### src/rtl/issue_pkg.sv
// issue_pkg: shared types for the dual-issue scheduler.
//   state_t - scheduler FSM states (PAIR, SPLIT)
//   cause_t - hazard_cause encodings driven on o_hazard_cause
package issue_pkg;

  typedef enum logic {
    PAIR  = 1'b0,
    SPLIT = 1'b1
  } state_t;

  typedef enum logic [2:0] {
    CAUSE_NONE     = 3'd0,
    CAUSE_LDUSE1   = 3'd1,
    CAUSE_RAW      = 3'd2,
    CAUSE_WAW      = 3'd3,
    CAUSE_MEM      = 3'd4,
    CAUSE_CTRL     = 3'd5,
    CAUSE_LDUSE2   = 3'd6,
    CAUSE_SPLITISS = 3'd7
  } cause_t;

endpackage

### src/rtl/pair_hazard_check.sv
// pair_hazard_check: combinational intra-pair conflict and load-use detection.
// Inputs : slot-1/slot-2 register fields and control bits, plus the two
//          EX load-tracker entries {valid, dst}.
// Outputs: o_raw, o_waw, o_mem, o_ctrl  - pair conflict flags
//          o_ldhit1, o_ldhit2           - a slot source hits an in-flight load
module pair_hazard_check
  import issue_pkg::*;
#(
  parameter int unsigned REG_W = 5
) (
  input  logic [REG_W-1:0] i_rs1,
  input  logic [REG_W-1:0] i_rt1,
  input  logic [REG_W-1:0] i_dst1,
  input  logic [REG_W-1:0] i_rs2,
  input  logic [REG_W-1:0] i_rt2,
  input  logic [REG_W-1:0] i_dst2,
  input  logic             i_uses_rt1,
  input  logic             i_uses_rt2,
  input  logic             i_reg_write1,
  input  logic             i_reg_write2,
  input  logic             i_mem_acc1,
  input  logic             i_mem_acc2,
  input  logic             i_ctrl_xfer1,
  input  logic             i_trk_v0,
  input  logic [REG_W-1:0] i_trk_d0,
  input  logic             i_trk_v1,
  input  logic [REG_W-1:0] i_trk_d1,
  output logic             o_raw,
  output logic             o_waw,
  output logic             o_mem,
  output logic             o_ctrl,
  output logic             o_ldhit1,
  output logic             o_ldhit2
);

  // $0 is hardwired zero, so a load "to $0" never creates a dependency.
  function automatic logic ld_hit(input logic [REG_W-1:0] r,
                                  input logic v0, input logic [REG_W-1:0] d0,
                                  input logic v1, input logic [REG_W-1:0] d1);
    return (r != '0) && ((v0 && (r == d0)) || (v1 && (r == d1)));
  endfunction

  logic w_dst1_nz;

  assign w_dst1_nz = (i_dst1 != '0);

  assign o_raw  = i_reg_write1 && w_dst1_nz &&
                  ((i_rs2 == i_dst1) || (i_uses_rt2 && (i_rt2 == i_dst1)));
  assign o_waw  = i_reg_write1 && i_reg_write2 && w_dst1_nz && (i_dst1 == i_dst2);
  assign o_mem  = i_mem_acc1 && i_mem_acc2;
  assign o_ctrl = i_ctrl_xfer1;

  assign o_ldhit1 = ld_hit(i_rs1, i_trk_v0, i_trk_d0, i_trk_v1, i_trk_d1) ||
                    (i_uses_rt1 && ld_hit(i_rt1, i_trk_v0, i_trk_d0, i_trk_v1, i_trk_d1));
  assign o_ldhit2 = ld_hit(i_rs2, i_trk_v0, i_trk_d0, i_trk_v1, i_trk_d1) ||
                    (i_uses_rt2 && ld_hit(i_rt2, i_trk_v0, i_trk_d0, i_trk_v1, i_trk_d1));

endmodule

### src/rtl/dual_issue_scheduler.sv
// dual_issue_scheduler: decides per cycle whether the decoded instruction pair
// issues together, splits (slot 1 now, slot 2 next), or waits on a load.
// Ports:
//   clk, rst                 - clock, async active-high reset
//   i_enable                 - global pipeline enable (state/tracker hold when low)
//   i_pair_valid, i_flush    - IF/ID pair valid, redirect from EX
//   i_rs*/i_rt*/i_dst*       - slot register fields
//   i_uses_rt*, i_reg_write*, i_mem_read*, i_mem_write*, i_ctrl_xfer1
//   o_issue1, o_issue2       - ID/EX lane valids
//   o_stall                  - hold PC and IF/ID
//   o_split                  - registered state == SPLIT
//   o_hazard_cause           - cause_t code for the current decision
module dual_issue_scheduler
  import issue_pkg::*;
#(
  parameter int unsigned REG_W = 5
) (
  input  logic             clk,
  input  logic             rst,
  input  logic             i_enable,
  input  logic             i_pair_valid,
  input  logic             i_flush,
  input  logic [REG_W-1:0] i_rs1,
  input  logic [REG_W-1:0] i_rt1,
  input  logic [REG_W-1:0] i_dst1,
  input  logic [REG_W-1:0] i_rs2,
  input  logic [REG_W-1:0] i_rt2,
  input  logic [REG_W-1:0] i_dst2,
  input  logic             i_uses_rt1,
  input  logic             i_uses_rt2,
  input  logic             i_reg_write1,
  input  logic             i_reg_write2,
  input  logic             i_mem_read1,
  input  logic             i_mem_read2,
  input  logic             i_mem_write1,
  input  logic             i_mem_write2,
  input  logic             i_ctrl_xfer1,
  output logic             o_issue1,
  output logic             o_issue2,
  output logic             o_stall,
  output logic             o_split,
  output logic [2:0]       o_hazard_cause
);

  state_t           r_state;
  state_t           w_state_next;
  logic             r_trk_v0;
  logic [REG_W-1:0] r_trk_d0;
  logic             r_trk_v1;
  logic [REG_W-1:0] r_trk_d1;

  logic   w_raw, w_waw, w_mem, w_ctrl, w_ldhit1, w_ldhit2;
  logic   w_issue1, w_issue2, w_stall;
  cause_t w_cause;

  pair_hazard_check #(.REG_W(REG_W)) u_check (
    .i_rs1       (i_rs1),
    .i_rt1       (i_rt1),
    .i_dst1      (i_dst1),
    .i_rs2       (i_rs2),
    .i_rt2       (i_rt2),
    .i_dst2      (i_dst2),
    .i_uses_rt1  (i_uses_rt1),
    .i_uses_rt2  (i_uses_rt2),
    .i_reg_write1(i_reg_write1),
    .i_reg_write2(i_reg_write2),
    .i_mem_acc1  (i_mem_read1 | i_mem_write1),
    .i_mem_acc2  (i_mem_read2 | i_mem_write2),
    .i_ctrl_xfer1(i_ctrl_xfer1),
    .i_trk_v0    (r_trk_v0),
    .i_trk_d0    (r_trk_d0),
    .i_trk_v1    (r_trk_v1),
    .i_trk_d1    (r_trk_d1),
    .o_raw       (w_raw),
    .o_waw       (w_waw),
    .o_mem       (w_mem),
    .o_ctrl      (w_ctrl),
    .o_ldhit1    (w_ldhit1),
    .o_ldhit2    (w_ldhit2)
  );

  always_ff @(posedge clk or posedge rst) begin
    if (rst) begin
      r_state  <= PAIR;
      r_trk_v0 <= 1'b0;
      r_trk_d0 <= '0;
      r_trk_v1 <= 1'b0;
      r_trk_d1 <= '0;
    end else if (i_enable) begin
      r_state  <= w_state_next;
      r_trk_v0 <= w_issue1 & i_mem_read1 & i_reg_write1;
      r_trk_d0 <= i_dst1;
      r_trk_v1 <= w_issue2 & i_mem_read2 & i_reg_write2;
      r_trk_d1 <= i_dst2;
    end
  end

  always_comb begin
    w_state_next = r_state;
    w_issue1     = 1'b0;
    w_issue2     = 1'b0;
    w_stall      = 1'b0;
    w_cause      = CAUSE_NONE;
    if (i_flush) begin
      w_state_next = PAIR;
    end else begin
      unique case (r_state)
        PAIR: begin
          if (i_pair_valid) begin
            if (w_ldhit1) begin
              w_stall = 1'b1;
              w_cause = CAUSE_LDUSE1;
            end else if (w_raw || w_waw || w_mem || w_ctrl || w_ldhit2) begin
              w_issue1     = 1'b1;
              w_stall      = 1'b1;
              w_state_next = SPLIT;
              if (w_raw)       w_cause = CAUSE_RAW;
              else if (w_waw)  w_cause = CAUSE_WAW;
              else if (w_mem)  w_cause = CAUSE_MEM;
              else if (w_ctrl) w_cause = CAUSE_CTRL;
              else             w_cause = CAUSE_LDUSE2;
            end else begin
              w_issue1 = 1'b1;
              w_issue2 = 1'b1;
            end
          end
        end
        SPLIT: begin
          // Slot 2 waits here when it consumes a load issued on the previous edge,
          // including the case where that load was slot 1 of this same pair.
          if (w_ldhit2) begin
            w_stall = 1'b1;
            w_cause = CAUSE_LDUSE2;
          end else begin
            w_issue2     = 1'b1;
            w_cause      = CAUSE_SPLITISS;
            w_state_next = PAIR;
          end
        end
        default: w_state_next = PAIR;
      endcase
    end
  end

  assign o_issue1       = w_issue1;
  assign o_issue2       = w_issue2;
  assign o_stall        = w_stall;
  assign o_split        = (r_state == SPLIT);
  assign o_hazard_cause = w_cause;

endmodule

### config.mk
export PLATFORM = sky130hd
export DESIGN_NAME = dual_issue_scheduler
export DESIGN_NICKNAME = d
export VERILOG_FILES = /design/src/rtl/issue_pkg.sv /design/src/rtl/pair_hazard_check.sv /design/src/rtl/dual_issue_scheduler.sv
export SDC_FILE = /design/constraint.sdc
export NUM_CORES = 1
export LEC_CHECK = 0
export BUFFER_PORTS_ARGS = -buffer_cell sky130_fd_sc_hd__buf_2
export CORE_MARGIN = 2
export CORE_UTILIZATION = 55
export CTS_BUF_LIST = sky130_fd_sc_hd__clkbuf_8
export CTS_CLUSTER_SIZE = 30
export DETAILED_ROUTE_END_ITERATION = 12
export PLACE_DENSITY_LB_ADDON = 0.3
export SETUP_SLACK_MARGIN = 0.15
export SYNTH_ARGS = -nofsm -noshare
export SYNTH_HDL_FRONTEND = slang
export SYNTH_HIERARCHICAL = 1
export SYNTH_SLANG_ARGS = --single-unit
### constraint.sdc
create_clock -name clk -period 4.25 [get_ports clk]
set_clock_uncertainty 0.2 [all_clocks]
set_input_delay 0.6375 -clock clk [delete_from_list [all_inputs] [get_ports clk]]
set_output_delay 0.6375 -clock clk [all_outputs]
set_load 0.01 [all_outputs]
==> impl_metrics.tcl <==
set metrics [dict create \
    status "completed" \
    num_vias 1427 \
    fin_crit_ns 3.48 \
    cp.required_ns 3.41 \
    clk_latency_ns 0.25 \
    port_buffers 50 \
    power_density_mw_per_mm2 245 \
    syn_area_per_cell_um2 9.03 \
    rows 18 \
    cts_resized 0 \
    drt-pass1-iter-count 4 \
    ios 51 \
    synth-compound-area-share 0.116 \
    grt_pass1_wl_mm 6.00 \
    netlist_area_mm2 0.00141 \
    synth_xor_area_frac 0.342 \
    htree_levels 1 \
    syn_inst 156 \
    worst_pin_slew_ns 0.538 \
    worstHoldPathType "input pin to async pin" \
    core_mm2 0.00245 \
    finalWirelength_mm 4.11 \
    die_area_mm2 0.00298 \
    critPathArrivalTime_ns 2.64 \
    fin_util 0.699 \
    antenna_cells 0 \
    muxShareOfSynthArea 0.0799 \
    rsz0062_at_grt "false" \
    yosys_warnings 6 \
    post-dp-hpwl_mm 3.14 \
    grt_overflow 0 \
    p_leak_uw 0.000752 \
    fmax_ghz 0.287 \
    hold_viol 0 \
    antenna_found_initial 0 \
    final_cell_mix "buf_2, xor2_1, xnor2_1" \
    synth_fa_ha_area_frac 0 \
    finalPower_uw 421 \
    post-cts-setup-buffers 0 \
    ant_nets 0 \
    setup_viol_count_final 0 \
    layout.nets 251 \
    synth_cell_type_count 38 \
    vdd_ir_drop_max_mv 0.274 \
    initial_core_util 0.574 \
    end_kind "output port" \
    clkTransAtPathRegs_ns 0.06 \
    grt_usage 0.293 \
    rrSetupSlack_ns 1.66 \
    fin_crit_sh 0.819 \
    clk_path_buf_depth 2 \
    final_common_cell "buf_2" \
    fill_cells 194 \
    start_kind "input pin" \
    fp.dieW_um 54.6 \
    path_max_fanout 5 \
    grt_pass1_vias 1351 \
    syn_nets 200 \
    cts.hold.buffers_added 0 \
    synth_top_family_by_area "XOR/XNOR gates" \
    grt_max_degree 16 \
    cts_tree "yes" \
    drive_gt1_frac 0.320 \
    die_h_um 54.6 \
    drc 0 \
    slew_headroom 0.641 \
    synth-simple-area-share 0.201 \
    seq_area_frac_synth 0.231 \
    slew_violations 0 \
    synth-seq-cells 13 \
    crit_type "input pin to output port" \
    drt-vias-per-instance 6.05 \
    place_congestion 0.910 \
    initialDrtViolationCount 57 \
    syn_to_final_growth_pct 21.8 \
    cts.sinks 13 \
    cts_buffers 3 \
    fin_setup_tns_ns 0 \
    cap_violations 0 \
    cts_root_buf "clkbuf_8" \
    wl_per_cell_um 17.4 \
]
[worst max-delay path, cell delays in order]
cell     delay, ns
buf_2         0.14
xor2_1        0.17
nor4_1        0.44
a32oi_1       0.17
o22ai_1       0.37
nor3b_1       0.29
o31ai_1       0.12
a21oi_1       0.17
buf_2         0.15
[kinds of logic (layout without fill, tap and decap cells)]
| family | after synthesis | after routing |
|---|---|---|
| muxes | 10 | 10 |
| AOI/OAI and AO/OA | 23 | 23 |
| and+or+nand+nor | 47 | 47 |
| buffers and inverters | 8 | 58 |
| DFF | 13 | 13 |
| xor gates and xnor gates | 55 | 55 |
[cell usage after synthesis]
cell type,number,share of area
or4_1,5,0.027
inv_1,4,0.011
mux2_2,6,0.048
clkbuf_2,1,0.0035
nor2b_1,4,0.018
o21a_1,1,0.0053
nor3b_1,1,0.0053
and2_1,5,0.022
and2b_1,1,0.0053
nand3b_1,1,0.0053
o21ai_2,1,0.0062
a21oi_1,5,0.018
a32oi_1,4,0.025
buf_6,1,0.0080
nand2_1,3,0.0080
buf_4,1,0.0053
o21ai_1,2,0.0071
nor3_2,2,0.014
a211oi_2,1,0.0089
nor4_1,9,0.040
dfrtp_1,13,0.23
o22ai_1,3,0.013
nand3_1,3,0.011
or2_2,2,0.0089
o31ai_1,1,0.0053
nand2b_1,2,0.0089
clkbuf_1,1,0.0027
xor2_1,39,0.24
a31oi_1,1,0.0044
a41o_1,1,0.0071
o21ai_0,1,0.0035
o21bai_1,1,0.0053
nor2_1,6,0.016
nand4_1,1,0.0044
nor3_1,2,0.0071
mux2_1,4,0.032
a32o_1,1,0.0071
xnor2_1,16,0.099
[state kept, by name, indices dropped and copies added (netlist names)]
signal    count
r_trk_d1      5
r_trk_v1      1
r_trk_v0      1
o_split       1
r_trk_d0      5
[final timing paths]
path                                    startpoint                      end  cells past startpoint
max                                       i_rt2[1]        o_hazard_cause[1]                      9
min                                            rst  r_trk_d1[1]$_DFFE_PP0P_                      2
min reg2reg                   r_trk_v1$_DFFE_PP0P_     r_trk_v1$_DFFE_PP0P_                      2
max in group asynchronous                      rst     r_trk_v1$_DFFE_PP0P_                      2
min in group clk              r_trk_v1$_DFFE_PP0P_     r_trk_v1$_DFFE_PP0P_                      2
max reg2reg                r_trk_d1[1]$_DFFE_PP0P_     r_trk_v1$_DFFE_PP0P_                      7
[power breakdown]
part | leakage (µW) | switching [µW] | internal (µW)
clock | 0.0000255 | 49.8 | 65.0
combinational | 0.000569 | 73.8 | 71.1
sequential | 0.000158 | 26.3 | 135
total | 0.000752 | 150 | 271
[layer usage]
| layer | track usage | share of wire | up-vias |
|---|---|---|---|
| met5 | 0 | 0 | - |
| met1 | 0.332 | 0.37 | 661 |
| li1 | - | - | 656 |
| met4 | 0.142 | 0.032 | 0 |
| met2 | 0.492 | 0.49 | 93 |
| met3 | 0.0956 | 0.10 | 17 |
[stage by stage]
stage                     setup WS [ns]  hold slack (ns)  instance area, µm²  instances
final                             0.768            0.218                1720        236
after global routing              0.680            0.277                1720        236
after CTS                         0.864            0.234                1720        236
after detailed placement          0.998            0.402                1670        232
after global placement             1.12            0.433                1670        232
after floorplan                    1.43            0.256                1410        156
[cell type report]
cell class / count / area, µm² / share of cell area
well taps: 30 / 37.5 / 0.0219
clock inverters: 1 / 5.00 / 0.00292
repair buffers: 50 / 250 / 0.146
multi-input cells: 135 / 1040 / 0.607
flip-flops and latches: 13 / 325 / 0.190
inverters: 4 / 15.0 / 0.00875
clock buffers: 3 / 41.3 / 0.0241
(Power assumes the default switching activity.)
